File: src/rtl/circuit_5_pkg.sv
`default_nettype none
// ============================================================================
// Module      : circuit_5_pkg
// Description : Shared widths and word types for the circuit_5 datapath.
//               IN_W  - operand / internal datapath width (signed)
//               OUT_W - result width (low bits of the internal results)
// Revision    : 1.0 - initial release
// ============================================================================
package circuit_5_pkg;

  localparam int IN_W  = 64;
  localparam int OUT_W = 32;

  typedef logic signed [IN_W-1:0]  word_t;
  typedef logic signed [OUT_W-1:0] out_t;

endpackage : circuit_5_pkg
`default_nettype wire

File: src/rtl/circuit_5_if.sv
`default_nettype none
// ============================================================================
// Module      : circuit_5_if
// Description : Operand / result bundle for circuit_5.
//               a, b, c - signed IN_W operands (driven by the master)
//               x, z    - signed OUT_W results (driven by the slave)
//               master  : producer of operands, consumer of results
//               slave   : the datapath itself
// Revision    : 1.0 - initial release
// ============================================================================
interface circuit_5_if;
  import circuit_5_pkg::*;

  word_t a;
  word_t b;
  word_t c;
  out_t  x;
  out_t  z;

  modport master (
    output a,
    output b,
    output c,
    input  x,
    input  z
  );

  modport slave (
    input  a,
    input  b,
    input  c,
    output x,
    output z
  );

endinterface : circuit_5_if
`default_nettype wire

File: src/rtl/circuit_5_dp_reg.sv
`default_nettype none
// ============================================================================
// Module      : dp_reg
// Description : Width-parameterised register, asynchronous active-low reset
//               to zero, captures every rising clock edge.
//               clk     - rising-edge clock
//               rst_n   - asynchronous reset, 0 = asserted
//               data_d  - next value
//               data_q  - registered value
// Revision    : 1.0 - initial release
// ============================================================================
module dp_reg #(
  parameter int WIDTH = 64
) (
  input  wire logic             clk,
  input  wire logic             rst_n,
  input  wire logic [WIDTH-1:0] data_d,
  output logic      [WIDTH-1:0] data_q
);

  always_ff @(posedge clk or negedge rst_n) begin
    if (!rst_n) begin
      data_q <= '0;
    end else begin
      data_q <= data_d;
    end
  end

endmodule : dp_reg
`default_nettype wire

File: src/rtl/circuit_5.sv
`default_nettype none
// ============================================================================
// Module      : circuit_5
// Description : Single-stage signed datapath.
//               d = a+b, e = a+c, f = a-b; g = (d<e) ? d : e;
//               h = (d==e) ? g : f. g and h are registered; the outputs are
//               the registered values shifted by the *current* comparison
//               flags and truncated to OUT_W bits:
//                 x = (hreg << dLTe)[OUT_W-1:0]
//                 z = (greg >>> dEQe)[OUT_W-1:0]
//               Clk - rising-edge clock
//               Rst - asynchronous reset, 0 = asserted (clears registers)
//               bus - operands a/b/c in, results x/z out
// Revision    : 1.0 - initial release
// ============================================================================
module circuit_5
  import circuit_5_pkg::*;
(
  input  wire logic   Clk,
  input  wire logic   Rst,
  circuit_5_if.slave  bus
);

  // --------------------------------------------------------------------------
  // Front-end arithmetic, compare and select (all wrap modulo 2^IN_W)
  // --------------------------------------------------------------------------
  word_t d_sum;
  word_t e_sum;
  word_t f_diff;
  word_t g_sel;
  word_t h_sel;
  logic  d_eq_e;
  logic  d_lt_e;

  always_comb begin
    d_sum  = bus.a + bus.b;
    e_sum  = bus.a + bus.c;
    f_diff = bus.a - bus.b;
    d_eq_e = (d_sum == e_sum);
    d_lt_e = (d_sum <  e_sum);   // both operands signed -> signed compare
    g_sel  = d_lt_e ? d_sum : e_sum;
    h_sel  = d_eq_e ? g_sel : f_diff;
  end

  // --------------------------------------------------------------------------
  // Pipeline registers
  // --------------------------------------------------------------------------
  logic [IN_W-1:0] greg_d;
  logic [IN_W-1:0] hreg_d;
  logic [IN_W-1:0] greg_raw_q;
  logic [IN_W-1:0] hreg_raw_q;
  word_t           greg_q;
  word_t           hreg_q;

  assign greg_d = g_sel;
  assign hreg_d = h_sel;

  dp_reg #(
    .WIDTH (IN_W)
  ) u_greg (
    .clk    (Clk),
    .rst_n  (Rst),
    .data_d (greg_d),
    .data_q (greg_raw_q)
  );

  dp_reg #(
    .WIDTH (IN_W)
  ) u_hreg (
    .clk    (Clk),
    .rst_n  (Rst),
    .data_d (hreg_d),
    .data_q (hreg_raw_q)
  );

  // Re-type as signed so the right shift below is arithmetic.
  assign greg_q = word_t'(greg_raw_q);
  assign hreg_q = word_t'(hreg_raw_q);

  // --------------------------------------------------------------------------
  // Output shifts. The shift amounts come from the live (unregistered)
  // flags, so a new operand set changes the shift before its values are
  // captured; this skew is part of the intended behaviour.
  // --------------------------------------------------------------------------
  word_t xrin;
  word_t zrin;

  always_comb begin
    xrin = hreg_q <<  d_lt_e;
    zrin = greg_q >>> d_eq_e;
  end

  assign bus.x = xrin[OUT_W-1:0];
  assign bus.z = zrin[OUT_W-1:0];

  // Upper halves of the shifted results are discarded by truncation.
  logic unused_hi;
  assign unused_hi = ^{xrin[IN_W-1:OUT_W], zrin[IN_W-1:OUT_W]};

endmodule : circuit_5
`default_nettype wire

File: src/flat_wrapper.sv
// flat-port wrapper written by rule: the top's interface ports become plain ports
module circuit_5_flat import circuit_5_pkg::*;
  (Clk, Rst, bus_a, bus_b, bus_c, bus_x, bus_z);
  circuit_5_if bus_i ();
  input  wire logic Clk;
  input  wire logic Rst;
  input wire logic [$bits(bus_i.a)-1:0] bus_a;
  input wire logic [$bits(bus_i.b)-1:0] bus_b;
  input wire logic [$bits(bus_i.c)-1:0] bus_c;
  output wire logic [$bits(bus_i.x)-1:0] bus_x;
  output wire logic [$bits(bus_i.z)-1:0] bus_z;
  assign bus_i.a = bus_a;
  assign bus_i.b = bus_b;
  assign bus_i.c = bus_c;
  assign bus_x = bus_i.x;
  assign bus_z = bus_i.z;
  circuit_5 u_core (.Clk(Clk), .Rst(Rst), .bus(bus_i));
endmodule
File: config.mk
export PLATFORM = sky130hd
export DESIGN_NAME = circuit_5_flat
export DESIGN_NICKNAME = d
export VERILOG_FILES = /design/src/rtl/circuit_5_pkg.sv /design/src/rtl/circuit_5_if.sv /design/src/rtl/circuit_5_dp_reg.sv /design/src/rtl/circuit_5.sv /design/src/flat_wrapper.sv
export SDC_FILE = /design/constraint.sdc
export NUM_CORES = 1
export LEC_CHECK = 0
export ABC_CLOCK_PERIOD_IN_PS = 7300
export BUFFER_PORTS_ARGS = -buffer_cell sky130_fd_sc_hd__buf_2
export CAP_MARGIN = 30
export CORE_MARGIN = 3
export CORE_UTILIZATION = 40
export CTS_BUF_LIST = sky130_fd_sc_hd__clkbuf_4
export DETAILED_ROUTE_END_ITERATION = 10
export PLACE_DENSITY = 0.68
export SLEW_MARGIN = 10
export SYNTH_ARGS = -nofsm -noshare
export SYNTH_HDL_FRONTEND = slang
export SYNTH_HIERARCHICAL = 1
export SYNTH_SLANG_ARGS = --single-unit
export TNS_END_PERCENT = 20
File: constraint.sdc
create_clock -name Clk -period 7.3 [get_ports Clk]
set_clock_uncertainty 0.2 [all_clocks]
set_input_delay 0.73 -clock Clk [delete_from_list [all_inputs] [get_ports Clk]]
set_output_delay 0.73 -clock Clk [all_outputs]
set_load 0.01 [all_outputs]
==> flow_metrics.env <==
export IMPL_status="complete, no violations"
export IMPL_grt_first_pass_wirelength_mm=82.9
export IMPL_setup_violations=0
export IMPL_post_route_period_util_pct=97.0
export IMPL_final_antenna_net_count=0
export IMPL_drt_iter0_markers=1250
export IMPL_critical_path_arrival_ps=6150
export IMPL_max_slew_margin_pct=38.7
export IMPL_syn_area_sq_um=14700
export IMPL_synthesis_nets=2534
export IMPL_critPathCaptureType="primary output"
export IMPL_nets=2756
export IMPL_grt_pass1_vias=15061
export IMPL_via_count=16002
export IMPL_path_max_fanout=33
export IMPL_cts_made_buffers=9
export IMPL_tightest_slew_ps=912
export IMPL_p_leak_nw=8.37
export IMPL_grt_max_degree=66
export IMPL_fmax_ghz=0.141
export IMPL_worst_ep_required_time_ps=6370
export IMPL_fin_total_pwr_w=0.00321
export IMPL_hold_viol=0
export IMPL_vdd_drop_max_uv=135
export IMPL_clkSinkCount=65
export IMPL_die_h_um=198
export IMPL_num_rows=69
export IMPL_cts_tree="yes"
export IMPL_gp_congestion=0.983
export IMPL_max_cap_violations=0
export IMPL_cts_root_buf="clkbuf_4"
export IMPL_grt_usage_pct=26.8
export IMPL_dr_pass1_iters=5
export IMPL_cts_clk_slew_worst_paths_ps=90
export IMPL_core_sq_um=35800
export IMPL_post_dp_hpwl_mm=48.3
export IMPL_grt_overflow=0
export IMPL_routed_wl_mm=55.4
export IMPL_dieArea_sq_um=39000
export IMPL_avgSynthCellArea_sq_um=7.04
export IMPL_drive_above_1_share_pct=17.3
export IMPL_fillerInstances=3769
export IMPL_ioPinCount=258
export IMPL_layout_common_cells="nand2_1, buf_2, ha_1, a21oi_1, inv_1"
export IMPL_worstSetupPathType="input port to primary output"
export IMPL_portBuffers=257
export IMPL_start_util_pct=40.9
export IMPL_startpoint_type="input port"
export IMPL_drc=0
export IMPL_htree_levels=3
export IMPL_die_x_um=198
export IMPL_min_period_ps=7080
export IMPL_slew_viol_final=0
export IMPL_critPathLaunch="bus_a[2]"
export IMPL_layoutNonFillerInstCount=2775
export IMPL_antenna_found_initial=14
export IMPL_syn_to_final_growth_pct=14.4
export IMPL_final_common_cell="nand2_1"
export IMPL_synth_cells=2084
export IMPL_hp_class="input port to async pin"
export IMPL_dp_cells=2750
export IMPL_clk_path_buf_depth=2
export IMPL_routed_via_density=5.77
export IMPL_yosysWarnings=6
export IMPL_avgRoutedWirePerCell_um=20.0
export IMPL_p_per_area_nw_per_um2=191
metal layers:
metal | GRT usage (%) | part of all wire, % | vias to the layer above
met5 | 0 | 0.24 | -
met3 | 2.52 | 6.4 | 98
li1 | - | - | 7763
met1 | 36.6 | 44 | 7453
met2 | 45.3 | 46 | 668
met4 | 7.71 | 3.1 | 20
final cells by class:
cell class | count | area, sq um | share of cell area [%]
clock inverter | 4 | 21.3 | 0.127
inverter | 172 | 646 | 3.85
sequential | 65 | 1630 | 9.69
antenna | 4 | 10.0 | 0.0596
timing repair buffer | 331 | 1870 | 11.1
tap | 461 | 577 | 3.44
clock buffer | 11 | 82.6 | 0.492
multi-input combinational | 1727 | 12000 | 71.2
critical path, stage by stage:
cell       delay [ps]
buf_2             130
ha_1              360
o21ai_0            90
nor2_1            190
a41oi_2           230
a21oi_2           280
a2111oi_4          90
buf_4             170
o21ai_0           400
a31oi_2           210
buf_4             200
o31ai_1           450
xnor2_1           210
ha_1              270
and2_1            160
a221o_1           300
a221oi_1          270
o211ai_1          290
or2_2             410
nand4_1           160
buf_12            200
nand2_1           100
nand2_1            80
buf_2             120
timing repair:
action / CTS / global route
gates resized for setup: 1 / 11
setup buffers: 0 / 5
hold buffers: 0 / 0
gates cloned: 0 / 1
endpoints found under the setup margin: 2 / 64
pin swaps: 0 / 3
report_power, final:
group | leakage (nW) | internal (W) | switching, W
logic | 7.55 | 0.000968 | 0.00149
clock network | 0.0602 | 0.0000737 | 0.000110
registers | 0.764 | 0.000495 | 0.0000721
total | 8.37 | 0.00154 | 0.00168
metrics by stage:
stage	hold WS (ps)	utilization (%)	TNS [ps]	instance area (sq um)	setup WS [ps]
floorplan	234	-	0	14700	1110
global placement	730	46.2	0	16600	30.4
detailed placement	732	46.2	-4.21	16600	-4.21
CTS	289	46.5	0	16700	143
global route	332	46.8	-60.8	16800	-31.1
finish	285	46.8	0	16800	219
flip-flops by register name (all words and copies together), names as in the netlist:
name,flops
u_core/u_hreg/data_q,32
u_core/u_greg/data_q,33
how the worst max path moves through the flow:
stage | end | cells after the start | slack (ps)
2_1_floorplan | bus_x[10] | 25 | 1110
4_1_cts | bus_z[3] | 23 | 140
3_5_place_dp | u_core/u_hreg/data_q[25]$_DFF_PN0_ | 24 | -4
5_1_grt | bus_x[12] | 24 | -30
3_3_place_gp | u_core/u_hreg/data_q[27]$_DFF_PN0_ | 24 | 30
6_report | bus_x[12] | 24 | 220
(Power assumes the default switching activity.)
